**src/rtl/tdm_demux_pkg.sv**
```systemverilog
// Shared constants and FSM state type for the 8-slot TDM demultiplexer.
// Frame length grows to 9 slots (trailing even-parity slot) when TDM_DEMUX_PARITY_EN is defined.
package tdm_demux_pkg;

  localparam int unsigned NUM_DATA_SLOTS = 8;
  localparam int unsigned SLOT_W         = 4;

`ifdef TDM_DEMUX_PARITY_EN
  localparam int unsigned FRAME_SLOTS = NUM_DATA_SLOTS + 1;
`else
  localparam int unsigned FRAME_SLOTS = NUM_DATA_SLOTS;
`endif

  localparam logic [SLOT_W-1:0] LAST_SLOT = SLOT_W'(FRAME_SLOTS - 1);

  typedef enum logic {
    HUNT = 1'b0,
    RUN  = 1'b1
  } state_t;

endpackage

```
**src/rtl/tdm_demux_8_if.sv**
```systemverilog
// Serial TDM input and demultiplexed frame output bundle.
interface tdm_demux_8_if;
  import tdm_demux_pkg::*;

  logic              din;
  logic              din_valid;
  logic              sync;
  logic [7:0]        dout;
  logic              dout_valid;
  logic [SLOT_W-1:0] slot;
  logic              sync_err;
  logic              par_err;

  modport master (
    output din, din_valid, sync,
    input  dout, dout_valid, slot, sync_err, par_err
  );

  modport slave (
    input  din, din_valid, sync,
    output dout, dout_valid, slot, sync_err, par_err
  );
endinterface

```
**src/rtl/tdm_demux_8_dec_3x8.sv**
```systemverilog
// One-hot shadow-register write-enable decoder.
module dec_3x8 (
  input  logic [2:0] sel,
  input  logic       en,
  output logic [7:0] we
);
  always_comb begin
    we = '0;
    if (en) we[sel] = 1'b1;
  end
endmodule

```
**src/rtl/tdm_demux_8.sv**
```systemverilog
// Serial TDM frame demultiplexer: sync-aligned capture of 8 slots into a parallel word.
// Define TDM_DEMUX_PARITY_EN to add a 9th even-parity slot and enable par_err.
module tdm_demux_8
  import tdm_demux_pkg::*;
(
  input  logic         clk,
  input  logic         rst,
  tdm_demux_8_if.slave bus
);

  state_t            state, state_nxt;
  logic [SLOT_W-1:0] slot_q, slot_nxt;
  logic [7:0]        shadow, we, frame, dout_q;
  logic              restart, capture, complete;
  logic              dout_valid_q, sync_err_q;

  always_ff @(posedge clk or posedge rst) begin
    if (rst) begin
      state  <= HUNT;
      slot_q <= '0;
    end else begin
      state  <= state_nxt;
      slot_q <= slot_nxt;
    end
  end

  // A misplaced sync restarts the frame and suppresses completion in the same sample.
  always_comb begin
    state_nxt = state;
    slot_nxt  = slot_q;
    restart   = 1'b0;
    capture   = 1'b0;
    complete  = 1'b0;
    if (bus.din_valid) begin
      unique case (state)
        HUNT: begin
          if (bus.sync) begin
            state_nxt = RUN;
            slot_nxt  = SLOT_W'(1);
            capture   = 1'b1;
          end
        end
        RUN: begin
          capture = 1'b1;
          if (bus.sync && (slot_q != '0)) begin
            restart  = 1'b1;
            slot_nxt = SLOT_W'(1);
          end else if (slot_q == LAST_SLOT) begin
            complete = 1'b1;
            slot_nxt = '0;
          end else begin
            slot_nxt = slot_q + SLOT_W'(1);
          end
        end
        default: state_nxt = HUNT;
      endcase
    end
  end

  // The parity slot (slot 8) has slot[3] set and must not alias onto shadow[0].
  dec_3x8 u_dec (
    .sel (restart ? 3'd0 : slot_q[2:0]),
    .en  (bus.din_valid && capture && (restart || !slot_q[SLOT_W-1])),
    .we  (we)
  );

  always_ff @(posedge clk or posedge rst) begin
    if (rst) begin
      shadow <= '0;
    end else begin
      for (int unsigned k = 0; k < NUM_DATA_SLOTS; k++)
        if (we[k]) shadow[k] <= bus.din;
    end
  end

  // Bypass the bit being written this cycle so the final slot lands in dout on the same edge.
  assign frame = (shadow & ~we) | ({8{bus.din}} & we);

  always_ff @(posedge clk or posedge rst) begin
    if (rst) begin
      dout_q       <= '0;
      dout_valid_q <= 1'b0;
      sync_err_q   <= 1'b0;
    end else begin
      dout_valid_q <= complete;
      sync_err_q   <= restart;
      if (complete) dout_q <= frame;
    end
  end

`ifdef TDM_DEMUX_PARITY_EN
  logic par_err_q;

  always_ff @(posedge clk or posedge rst) begin
    if (rst) par_err_q <= 1'b0;
    else     par_err_q <= complete && (^{shadow, bus.din});
  end

  assign bus.par_err = par_err_q;
`else
  assign bus.par_err = 1'b0;
`endif

  assign bus.dout       = dout_q;
  assign bus.dout_valid = dout_valid_q;
  assign bus.slot       = slot_q;
  assign bus.sync_err   = sync_err_q;

endmodule

```
**src/flat_wrapper.sv**
```systemverilog
// flat-port wrapper written by rule: the top's interface ports become plain ports
module tdm_demux_8_flat import tdm_demux_pkg::*;
  (clk, rst, bus_din, bus_din_valid, bus_sync, bus_dout, bus_dout_valid, bus_slot, bus_sync_err, bus_par_err);
  tdm_demux_8_if bus_i ();
  input  logic clk;
  input  logic rst;
  input wire logic [$bits(bus_i.din)-1:0] bus_din;
  input wire logic [$bits(bus_i.din_valid)-1:0] bus_din_valid;
  input wire logic [$bits(bus_i.sync)-1:0] bus_sync;
  output wire logic [$bits(bus_i.dout)-1:0] bus_dout;
  output wire logic [$bits(bus_i.dout_valid)-1:0] bus_dout_valid;
  output wire logic [$bits(bus_i.slot)-1:0] bus_slot;
  output wire logic [$bits(bus_i.sync_err)-1:0] bus_sync_err;
  output wire logic [$bits(bus_i.par_err)-1:0] bus_par_err;
  assign bus_i.din = bus_din;
  assign bus_i.din_valid = bus_din_valid;
  assign bus_i.sync = bus_sync;
  assign bus_dout = bus_i.dout;
  assign bus_dout_valid = bus_i.dout_valid;
  assign bus_slot = bus_i.slot;
  assign bus_sync_err = bus_i.sync_err;
  assign bus_par_err = bus_i.par_err;
  tdm_demux_8 u_core (.clk(clk), .rst(rst), .bus(bus_i));
endmodule
```
**config.mk**
```make
export PLATFORM = sky130hd
export DESIGN_NAME = tdm_demux_8_flat
export DESIGN_NICKNAME = d
export VERILOG_FILES = /design/src/rtl/tdm_demux_pkg.sv /design/src/rtl/tdm_demux_8_if.sv /design/src/rtl/tdm_demux_8_dec_3x8.sv /design/src/rtl/tdm_demux_8.sv /design/src/flat_wrapper.sv
export SDC_FILE = /design/constraint.sdc
export NUM_CORES = 1
export LEC_CHECK = 0
export BUFFER_PORTS_ARGS = -buffer_cell sky130_fd_sc_hd__buf_2
export CAP_MARGIN = 5
export CORE_MARGIN = 2
export CORE_UTILIZATION = 35
export CTS_CLUSTER_DIAMETER = 200
export CTS_CLUSTER_SIZE = 12
export DETAILED_ROUTE_END_ITERATION = 8
export GPL_TIMING_DRIVEN = 0
export PLACE_DENSITY_LB_ADDON = 0.05
export SYNTH_ARGS = -nofsm -noshare
export SYNTH_HDL_FRONTEND = slang
export SYNTH_SLANG_ARGS = --single-unit
export TNS_END_PERCENT = 10
```
**constraint.sdc**
```tcl
create_clock -name clk -period 2.4 [get_ports clk]
set_input_delay 0.48 -clock clk [delete_from_list [all_inputs] [get_ports clk]]
set_output_delay 0.48 -clock clk [all_outputs]
set_load 0.01 [all_outputs]
```
==> load_flow_metrics.sql, run 1 <==
INSERT INTO impl_metrics (metric_group, metric, value, unit) VALUES
('sta', 'period_share', '0.815', ''),
('synth', 'synth_area', '1160', 'µm²'),
('synth', 'yosys_most_used_dff', 'sky130_fd_sc_hd__dfrtp_1', ''),
('clock_tree', 'clockBufferDepth', '2', ''),
('floorplan', 'floorplan.die_area', '3790', 'µm²'),
('place', 'port_buffers', '17', ''),
('sta', 'timing_hold_violations_final', '0', ''),
('worst_setup_path', 'worst-setup-path-type', 'flop to flop', ''),
('synth', 'synth_edf_count', '0', ''),
('drt', 'routed_wire_length_per_instance', '11.9', 'µm'),
('run', 'number_of_max_cap_violations', '0', ''),
('grt', 'number_of_global_route_vias_before_repair', '687', ''),
('worst_setup_path', 'regToRegStartpoint', 'u_core.bus.slot[0]', ''),
('status', 'run_status', 'completed', ''),
('hold_path', 'hold_path_class', 'primary input to asynchronous set/reset pin', ''),
('clock_tree', 'tritoncts_num_sinks', '23', ''),
('clock_tree', 'post_cts.resized_instances', '0', ''),
('place', 'placement.cell_area', '1300', 'µm²'),
('sta', 'setup-tns-final', '0', 'ns'),
('place', 'routabilityCongestion', '0.794', ''),
('worst_setup_path', 'critPathRequiredTime', '2.61', 'ns'),
('sta', 'worst_slew_margin_rel', '0.421', ''),
('drt', 'wirelength', '1.92', 'mm'),
('clock_tree', 'cts_made_buffers', '3', ''),
('cells_and_area', 'syn_to_final_growth', '14.5', '%'),
('worst_setup_path', 'timing.critical_path.to_type', 'flop', ''),
('worst_setup_path', 'timing.rr.end', 'u_core.shadow[1]', ''),
('worst_setup_path', 'setup.worst_path.start_class', 'flop', ''),
('drt', 'route.detailed.vias_per_inst', '4.67', ''),
('grt', 'globalRouteTotalUtil', '0.120', ''),
('floorplan', 'core.rowCount', '20', ''),
('clock_tree', 'post-cts-setup-buffers', '0', ''),
('synth', 'synth-seq-area-share', '0.496', ''),
('sta', 'final.setup_skew', '0.00138', 'ns'),
('synth', 'ys_ff_latch', '23', ''),
('power', 'power_density', '935', 'nW/µm²'),
('cells_and_area', 'num_antenna_cells', '0', ''),
('worst_setup_path', 'r2r_cells', '6', ''),
('clock_tree', 'htree_num_levels', '1', ''),
('sta', 'maxClockFrequency', '511', 'MHz'),
('power', 'peakVddDrop', '0.305', 'mV'),
('worst_setup_path', 'r2r_slack', '0.44', 'ns'),
('worst_setup_path', 'critical-path-max-stage-delay', '0.48', 'ns'),
('worst_setup_path', 'crit_path_top_delay_cell', 'sky130_fd_sc_hd__dfrtp_1', ''),
('cells_and_area', 'final_core_util', '0.428', ''),
('place', 'detailed_place_hpwl', '1.41', 'mm'),
('floorplan', 'boundaryPins', '20', ''),
('synth', 'gate_count_of_the_mapped_netlist', '96', ''),
('synth', 'ys.warnings.count', '0', ''),
('clock_tree', 'clkLatencyLatePin', '0.31', 'ns'),
('power', 'p_leak', '0.666', 'nW'),
('worst_setup_path', 'crit_path_max_fanout', '8', ''),
('clock_tree', 'tritoncts', 'built', ''),
('drt', 'detail_route.first_pass.iterations', '4', ''),
('sta', 'setup_repair_after_global_routing_missed_its_margin', 'no', ''),
('sta', 'number_of_failing_setup_endpoints_in_the_final_timing_report', '0', ''),
('floorplan', 'die_w', '61.6', 'µm'),
('worst_setup_path', 'arrival', '2.16', 'ns'),
('clock_tree', 'clock_transition_at_path_regs', '0.13', 'ns'),
('sta', 'finalWorstPathRequiredPeriod', '1.96', 'ns'),
('grt', 'grt.overflow.total', '0', ''),
('clock_tree', 'hold_buffer_count_at_cts', '0', ''),
('synth', 'async_flop_share', '1.00', ''),
('worst_setup_path', 'timing.critical_path.cells', 'inv_1 -> ha_1 -> nand2b_4 -> a311oi_2 -> nor3b_1 -> mux2_1', ''),
('floorplan', 'dieHeight', '61.6', 'µm'),
('synth', 'synth_area_per_cell', '12.1', 'µm²'),
('cells_and_area', 'most_frequent_cells_in_the_layout', 'sky130_fd_sc_hd__dfrtp_1 (23), sky130_fd_sc_hd__buf_2 (19), sky130_fd_sc_hd__mux2_1 (8)', ''),
('sta', 'fin_worst_hold_slack', '0.327', 'ns'),
('synth', 'synth_cell_types', '34', ''),
('floorplan', 'floorplan.initialDensity', '0.374', ''),
('sta', 'worst_slew_pin_slew', '0.868', 'ns');
per-stage QoR:
stage	setup slack, ns	cells	power [mW]
6_report	0.445	161	1.24
5_1_grt	0.273	161	1.36
4_1_cts	0.415	161	1.26
3_5_place_dp	0.463	157	1.07
3_3_place_gp	0.465	157	1.07
2_1_floorplan	0.603	96	0.937
worst max-delay path by stage:
stage,start,end,slack (ns),depth (start not counted)
floorplan,u_core.bus.slot[0],u_core.shadow[1],0.60,6
global placement,u_core.bus.slot[0],u_core.shadow[1],0.46,6
detailed placement,u_core.bus.slot[0],u_core.shadow[1],0.46,6
CTS,u_core.bus.slot[0],u_core.shadow[1],0.41,6
global route,u_core.bus.slot[1],u_core.bus.dout[4],0.27,6
finish,u_core.bus.slot[0],u_core.shadow[1],0.44,6
flip-flops by register name, summed over array words and instances, names as in the netlist:
signal	flops
u_core.bus.slot	4
u_core.state	1
u_core.bus.sync_err	1
u_core.bus.dout_valid	1
u_core.shadow	8
u_core.bus.dout	8
power breakdown:
group	switching, mW	total, mW	internal [mW]
registers	0.0746	0.590	0.515
logic	0.235	0.469	0.235
clock network	0.121	0.183	0.0622
critical path, delay by kind of cell, from the launching register on:
family	cells	cell delay [ns]
buffers and inverters	1	0.13
muxes	1	0.34
and+or+nand+nor	2	0.35
AOI/OAI and AO/OA	1	0.33
adders and majority gates	1	0.22
DFF	1	0.48
synth_stat cells, drive strengths merged (2+ instances only):
| cell type | n | area (µm²) |
|---|---|---|
| a21o | 2 | 15.0 |
| a21oi | 4 | 20.0 |
| buf | 6 | 43.8 |
| dfrtp | 23 | 576 |
| ha | 2 | 25.0 |
| inv | 6 | 22.5 |
| mux2 | 16 | 184 |
| nand2 | 7 | 26.3 |
| nand2b | 4 | 32.5 |
| nand3 | 2 | 10.0 |
| nand3b | 2 | 15.0 |
| nor3 | 4 | 30.0 |
| nor3b | 2 | 15.0 |
| o21ai | 3 | 18.8 |
| or3 | 3 | 23.8 |
per-layer routing:
| layer | track usage | share of wire |
|---|---|---|
| met3 | 0.0252 | 0.032 |
| met1 | 0.173 | 0.51 |
| met2 | 0.174 | 0.45 |
| met5 | 0 | 0 |
| met4 | 0.0456 | 0.0078 |
cell type report:
cell class	instances	area (µm²)
Tap cell	44	55.1
Fill cell	332	1780
Clock buffer	3	22.5
Buffer	6	43.8
Clock inverter	1	5.00
Sequential cell	23	576
Timing Repair Buffer	17	85.1
Inverter	7	27.5
Multi-Input combinational cell	60	513
logic make-up (layout without fill, tap and decap cells):
logic type	count (synthesis)	after routing	share of synthesized area
AND/OR/NAND/NOR	27	27	0.148
flip-flops	23	23	0.496
buffers and inverters	13	34	0.0615
adder cells (fa/ha/maj)	2	2	0.0216
other	1	1	0.00323
AO/OA/AOI/OAI	13	13	0.0874
multiplexers	16	16	0.159
XOR/XNOR	1	1	0.0237
Power figures use the tool's default switching activity.
==> run 2: changes to the inputs <==
==> constraint.sdc (replaced) <==
create_clock -name clk -period 1.76 [get_ports clk]
set_input_delay 0.352 -clock clk [delete_from_list [all_inputs] [get_ports clk]]
set_output_delay 0.352 -clock clk [all_outputs]
set_load 0.01 [all_outputs]
==> load_flow_metrics.sql, run 2 (same netlist as run 1, synthesis figures left out) <==
INSERT INTO impl_metrics (metric_group, metric, value, unit) VALUES
('cells_and_area', 'fillers', '318', ''),
('worst_setup_path', 'timing.critical_path.to_type', 'flop', ''),
('drt', 'detail_route_antenna_nets', '0', ''),
('cells_and_area', 'area_used_by_multi_input_combinational_logic', '553', 'µm²'),
('hold_path', 'hold_path_class', 'primary input to asynchronous set/reset pin', ''),
('grt', 'number_of_global_route_vias_before_repair', '750', ''),
('clock_tree', 'cts_made_buffers', '3', ''),
('cells_and_area', 'most_frequent_cells_in_the_layout', 'sky130_fd_sc_hd__dfrtp_1 (21), sky130_fd_sc_hd__buf_2 (18), sky130_fd_sc_hd__buf_4 (9)', ''),
('grt', 'globalRouteTotalUtil', '0.128', ''),
('clock_tree', 'tritoncts', 'built', ''),
('cells_and_area', 'final_core_util', '0.454', ''),
('floorplan', 'core.rowCount', '20', ''),
('drt', 'route.vias.total', '764', ''),
('cells_and_area', 'layout.cells.non_filler', '166', ''),
('sta', 'worst_slew_margin_rel', '0.432', ''),
('cells_and_area', 'finish.instance_area', '1410', 'µm²'),
('clock_tree', 'clockBufferDepth', '2', ''),
('place', 'port_buffers', '17', ''),
('sta', 'finalWorstPathRequiredPeriod', '1.81', 'ns'),
('place', 'detailed_place_hpwl', '1.45', 'mm'),
('drt', 'routed_wire_length_per_instance', '12.4', 'µm'),
('power', 'p_leak', '0.702', 'nW'),
('floorplan', 'core_area', '3100', 'µm²'),
('drt', 'route.detailed.vias_per_inst', '4.60', ''),
('cells_and_area', 'finalNetCount', '130', ''),
('cells_and_area', 'regArea', '578', 'µm²'),
('power', 'peakVddDrop', '0.490', 'mV'),
('grt', 'grt_pass1_wl', '3.51', 'mm'),
('power', 'power_density', '1300', 'nW/µm²'),
('place', 'placed_cells_incl_taps', '157', ''),
('drt', 'wirelength', '2.07', 'mm'),
('status', 'violations_in_the_final_reports', 'setup timing', ''),
('worst_setup_path', 'critical-path-max-stage-delay', '0.45', 'ns'),
('worst_setup_path', 'arrival', '2.01', 'ns'),
('sta', 'maxClockFrequency', '551', 'MHz'),
('sta', 'period_share', '1.03', ''),
('sta', 'worst_slew_pin_slew', '0.850', 'ns'),
('drt', 'drtIter0Drc', '10', ''),
('sta', 'number_of_failing_setup_endpoints_in_the_final_timing_report', '3', ''),
('clock_tree', 'tritoncts_num_sinks', '23', ''),
('clock_tree', 'root_buffer', 'sky130_fd_sc_hd__clkbuf_4', ''),
('status', 'run_status', 'finished with violations', ''),
('cells_and_area', 'drive_gt1_frac', '0.459', ''),
('place', 'routabilityCongestion', '0.732', ''),
('run', 'number_of_max_cap_violations', '0', ''),
('worst_setup_path', 'crit_path_max_fanout', '4', ''),
('clock_tree', 'clock_transition_at_path_regs', '0.12', 'ns'),
('floorplan', 'die_w', '61.6', 'µm'),
('floorplan', 'boundaryPins', '20', ''),
('worst_setup_path', 'setup.worst_path.start_class', 'flop', ''),
('worst_setup_path', 'worst_setup_path_startpoint', 'u_core.bus.slot[0]', ''),
('grt', 'grt.overflow.total', '0', ''),
('sta', 'slew_viol_final', '0', ''),
('worst_setup_path', 'critPathRequiredTime', '1.96', 'ns'),
('worst_setup_path', 'crit_path_top_delay_cell', 'sky130_fd_sc_hd__dfrtp_2', ''),
('clock_tree', 'hold_buffer_count_at_cts', '0', ''),
('sta', 'timing_hold_violations_final', '0', ''),
('sta', 'setup_repair_after_global_routing_missed_its_margin', 'yes', ''),
('cells_and_area', 'syn_to_final_growth', '21.5', '%'),
('grt', 'initial_antenna_violation_count', '0', ''),
('floorplan', 'dieHeight', '61.6', 'µm'),
('worst_setup_path', 'worst-setup-path-type', 'flop to flop', ''),
('grt', 'grt_start_max_net_pins', '24', ''),
('cells_and_area', 'num_antenna_cells', '0', ''),
('drt', 'detail_route.first_pass.iterations', '4', ''),
('floorplan', 'floorplan.initialDensity', '0.374', ''),
('drt', 'detail_route.drc_violations', '0', ''),
('sta', 'final.setup_skew', '0.00117', 'ns'),
('clock_tree', 'htree_num_levels', '1', ''),
('sta', 'crit_path_setup_slack_layout', '-0.0533', 'ns'),
('floorplan', 'floorplan.die_area', '3790', 'µm²'),
('worst_setup_path', 'regToRegStartpoint', 'u_core.bus.slot[0]', ''),
('clock_tree', 'clkLatencyLatePin', '0.30', 'ns'),
('place', 'dpl_worst_slack', '-0.185', 'ns'),
('worst_setup_path', 'timing.critical_path.cells', 'buf_4 -> or3_4 -> nor3_2 -> mux2_4 -> mux2_2', ''),
('place', 'placement.cell_area', '1310', 'µm²'),
('cells_and_area', 'final_common_cell', 'sky130_fd_sc_hd__dfrtp_1', '');
-- run 2: cell count changes in the layout (fill, tap and decap cells not counted), sizes merged --
| cell | before | now |
|---|---|---|
| clkinv | 2 | 1 |
| clkbuf | 3 | 4 |
| buf | 23 | 28 |
-- run 2: power breakdown --
part           total [mW]  switching (mW)  internal (mW)
registers           0.784          0.0771          0.707
clock network       0.238           0.150         0.0883
logic               0.813           0.392          0.421
-- run 2: worst paths after layout --
path,cells after the start,end,slack (ns)
worst max-delay path,5,u_core.bus.dout[4],-0.05
worst min-delay path,2,u_core.shadow[3],0.20
worst max register to register,5,u_core.bus.dout[4],-0.05
worst min register to register,1,u_core.bus.dout[2],0.50
max in group asynchronous,2,u_core.bus.slot[1],0.98
min in group clk,3,u_core.bus.sync_err,0.36
-- run 2: layout make-up --
class	instances	share of cell area
Multi-Input combinational cell	60	0.393
Timing Repair Buffer	22	0.0870
Tap cell	44	0.0391
Inverter	7	0.0195
Clock buffer	4	0.0187
Buffer	6	0.0329
Sequential cell	23	0.410
-- run 2: critical path, delay by kind of cell, from the launching register on --
family / cells / cell delay (ns)
buffers and inverters: 1 / 0.15
flip-flops: 1 / 0.45
AND/OR/NAND/NOR: 2 / 0.53
multiplexers: 2 / 0.58
-- run 2: routing by layer --
metal  vias up  part of all wire  GRT usage
met4         0            0.0087     0.0274
met3         2             0.035     0.0399
met1       363              0.49      0.172
met2        14              0.46      0.203
li1        385                 -          -
met5         -                 0          0
-- run 2: timing repair --
action	CTS	global route
buffers inserted	5	0
pin swaps	1	0
endpoints found under the hold margin	0	0
cloned	0	0
resized for setup	7	2
setup endpoints to repair	14	6
-- run 2: through the flow --
| step | hold slack [ns] | setup TNS, ns | power, mW |
|---|---|---|---|
| floorplan | 0.354 | -0.00647 | 1.29 |
| CTS | 0.227 | -0.164 | 1.85 |
| global route | 0.273 | -0.572 | 1.98 |
| finish | 0.201 | -0.113 | 1.83 |
| detailed placement | 0.470 | -1.17 | 1.48 |
| global placement | 0.465 | -0.906 | 1.46 |
==> run 3: changes to the inputs <==
--- a/config.mk
+++ b/config.mk
@@ -14,6 +14,7 @@
 export DETAILED_ROUTE_END_ITERATION = 8
 export GPL_TIMING_DRIVEN = 0
 export PLACE_DENSITY_LB_ADDON = 0.05
+export SKIP_CTS_REPAIR_TIMING = 1
 export SYNTH_ARGS = -nofsm -noshare
 export SYNTH_HDL_FRONTEND = slang
 export SYNTH_SLANG_ARGS = --single-unit
==> load_flow_metrics.sql, run 3 (same netlist as run 1, synthesis figures left out) <==
INSERT INTO impl_metrics (metric_group, metric, value, unit) VALUES
('sta', 'fin_worst_hold_slack', '0.199', 'ns'),
('cells_and_area', 'regArea', '578', 'µm²'),
('sta', 'timing_hold_violations_final', '0', ''),
('place', 'routabilityCongestion', '0.732', ''),
('cells_and_area', 'num_antenna_cells', '0', ''),
('drt', 'detailroute.wirelength.met3', '68', 'µm'),
('drt', 'detail_route.drc_violations', '0', ''),
('power', 'fin_total_pwr', '1.81', 'mW'),
('power', 'power_density', '1290', 'nW/µm²'),
('worst_setup_path', 'r2r_cells', '5', ''),
('grt', 'number_of_global_route_vias_before_repair', '706', ''),
('drt', 'routed_length_on_met2', '938', 'µm'),
('sta', 'setup_repair_after_global_routing_missed_its_margin', 'yes', ''),
('clock_tree', 'cts_made_buffers', '3', ''),
('floorplan', 'die_w', '61.6', 'µm'),
('cells_and_area', 'area_used_by_multi_input_combinational_logic', '559', 'µm²'),
('drt', 'route.detailed.vias_per_inst', '4.61', ''),
('worst_setup_path', 'regToRegStartpoint', 'u_core.bus.slot[0]', ''),
('worst_setup_path', 'setup.worst_path.start_class', 'flop', ''),
('sta', 'number_of_failing_setup_endpoints_in_the_final_timing_report', '5', ''),
('run', 'number_of_max_cap_violations', '0', ''),
('sta', 'worst_slew_margin_rel', '0.437', ''),
('sta', 'slew_viol_final', '0', ''),
('floorplan', 'core.rowCount', '20', ''),
('worst_setup_path', 'r2r_slack', '-0.11', 'ns'),
('clock_tree', 'tritoncts_num_sinks', '23', ''),
('grt', 'globalRouteTotalUtil', '0.121', ''),
('power', 'peakVddDrop', '0.484', 'mV'),
('sta', 'final.setup_skew', '0.000600', 'ns'),
('drt', 'routed_wire_length_per_instance', '12.4', 'µm'),
('floorplan', 'core_area', '3100', 'µm²'),
('worst_setup_path', 'worst-setup-path-type', 'flop to flop', ''),
('drt', 'wirelength', '2.05', 'mm'),
('clock_tree', 'htree_num_levels', '1', ''),
('sta', 'maxClockFrequency', '535', 'MHz'),
('cells_and_area', 'most_frequent_cells_in_the_layout', 'sky130_fd_sc_hd__dfrtp_1 (21), sky130_fd_sc_hd__buf_2 (19), sky130_fd_sc_hd__nand2_1 (7), sky130_fd_sc_hd__mux2_1 (7)', ''),
('cells_and_area', 'finalNetCount', '129', ''),
('drt', 'm1WireLength', '1.02', 'mm'),
('floorplan', 'boundaryPins', '20', ''),
('worst_setup_path', 'crit_path_max_fanout', '4', ''),
('clock_tree', 'clock_transition_at_path_regs', '0.12', 'ns'),
('cells_and_area', 'drive_gt1_frac', '0.471', ''),
('sta', 'worst_slew_pin_slew', '0.843', 'ns'),
('sta', 'finalWorstPathRequiredPeriod', '1.87', 'ns'),
('clock_tree', 'tritoncts', 'built', ''),
('cells_and_area', 'final_common_cell', 'sky130_fd_sc_hd__dfrtp_1', ''),
('grt', 'grt_start_max_net_pins', '24', ''),
('floorplan', 'dieHeight', '61.6', 'µm'),
('worst_setup_path', 'timing.rr.end', 'u_core.bus.dout[6]', ''),
('grt', 'grt.overflow.total', '0', ''),
('status', 'run_status', 'finished with violations', ''),
('clock_tree', 'root_buffer', 'sky130_fd_sc_hd__clkbuf_4', ''),
('drt', 'top_sig_layer', 'met4', ''),
('worst_setup_path', 'critPathRequiredTime', '1.96', 'ns'),
('floorplan', 'floorplan.initialDensity', '0.374', ''),
('power', 'p_leak', '0.697', 'nW'),
('floorplan', 'floorplan.die_area', '3790', 'µm²'),
('sta', 'crit_path_setup_slack_layout', '-0.108', 'ns'),
('status', 'violations_in_the_final_reports', 'setup timing', ''),
('drt', 'detail_route.first_pass.iterations', '4', ''),
('grt', 'initial_antenna_violation_count', '0', ''),
('sta', 'setup-tns-final', '-0.279', 'ns'),
('cells_and_area', 'fillers', '324', ''),
('hold_path', 'hold_path_class', 'primary input to asynchronous set/reset pin', ''),
('cells_and_area', 'syn_to_final_growth', '21.5', '%'),
('sta', 'period_share', '1.06', ''),
('worst_setup_path', 'timing.critical_path.to_type', 'flop', ''),
('drt', 'route.vias.total', '760', ''),
('clock_tree', 'clockBufferDepth', '2', ''),
('worst_setup_path', 'arrival', '2.07', 'ns'),
('place', 'detailed_place_hpwl', '1.45', 'mm'),
('place', 'port_buffers', '17', ''),
('grt', 'grt_pass1_wl', '3.30', 'mm'),
('drt', 'detail_route_antenna_nets', '0', ''),
('drt', 'drtIter0Drc', '10', ''),
('clock_tree', 'clkLatencyLatePin', '0.30', 'ns');
## run 3: cell types whose count changed in the layout (fill, tap and decap cells not counted)
cell	change
sky130_fd_sc_hd__buf_4	-3
sky130_fd_sc_hd__buf_2	+1
sky130_fd_sc_hd__buf_6	+1
sky130_fd_sc_hd__inv_1	-1
sky130_fd_sc_hd__inv_2	+1
sky130_fd_sc_hd__nor4_1	-1
sky130_fd_sc_hd__nor4_2	+1
## run 3: area by class of cell
type                            instances  area share
Sequential cell                        23       0.410
Inverter                                7      0.0195
Buffer                                  6      0.0311
Clock buffer                            4      0.0187
Multi-Input combinational cell         60       0.397
Tap cell                               44      0.0391
Timing Repair Buffer                   21      0.0844
## run 3: worst max-delay path, stage by stage (launching register included)
cell                      delay, ns
sky130_fd_sc_hd__dfrtp_2       0.46
sky130_fd_sc_hd__buf_6         0.13
sky130_fd_sc_hd__or3b_4        0.41
sky130_fd_sc_hd__nor3_4        0.19
sky130_fd_sc_hd__mux2_4        0.32
sky130_fd_sc_hd__mux2_4        0.26
## run 3: per-stage QoR
step	util	cells	worst slack, ns	area [µm²]
after floorplan	-	96	-0.00647	1170
after global placement	0.421	157	-0.158	1310
after detailed placement	0.421	157	-0.185	1310
after CTS	0.429	161	-0.207	1330
after global routing	0.454	165	-0.141	1410
final	0.454	165	-0.108	1410
## run 3: worst max path at each step
stage	from	to	slack (ns)	cells past startpoint
after floorplan	u_core.bus.slot[0]	u_core.shadow[1]	-0.006	6
after global placement	u_core.bus.slot[0]	u_core.shadow[1]	-0.16	6
after detailed placement	u_core.bus.slot[0]	u_core.shadow[1]	-0.18	6
after CTS	u_core.bus.slot[0]	u_core.shadow[1]	-0.21	6
after global routing	u_core.bus.slot[0]	u_core.bus.dout[6]	-0.14	5
final	u_core.bus.slot[0]	u_core.bus.dout[6]	-0.11	5
## run 3: per-layer routing
layer	global-route usage	up-vias
li1	-	381
met1	0.164	363
met2	0.188	14
met3	0.0399	2
met4	0.0274	0
met5	0	-
## run 3: power by group
group          leakage (nW)  switching (mW)  internal (mW)  total (mW)
clock                0.0150           0.149         0.0883       0.237
combinational         0.387           0.385          0.398       0.784
sequential            0.295          0.0854          0.707       0.792
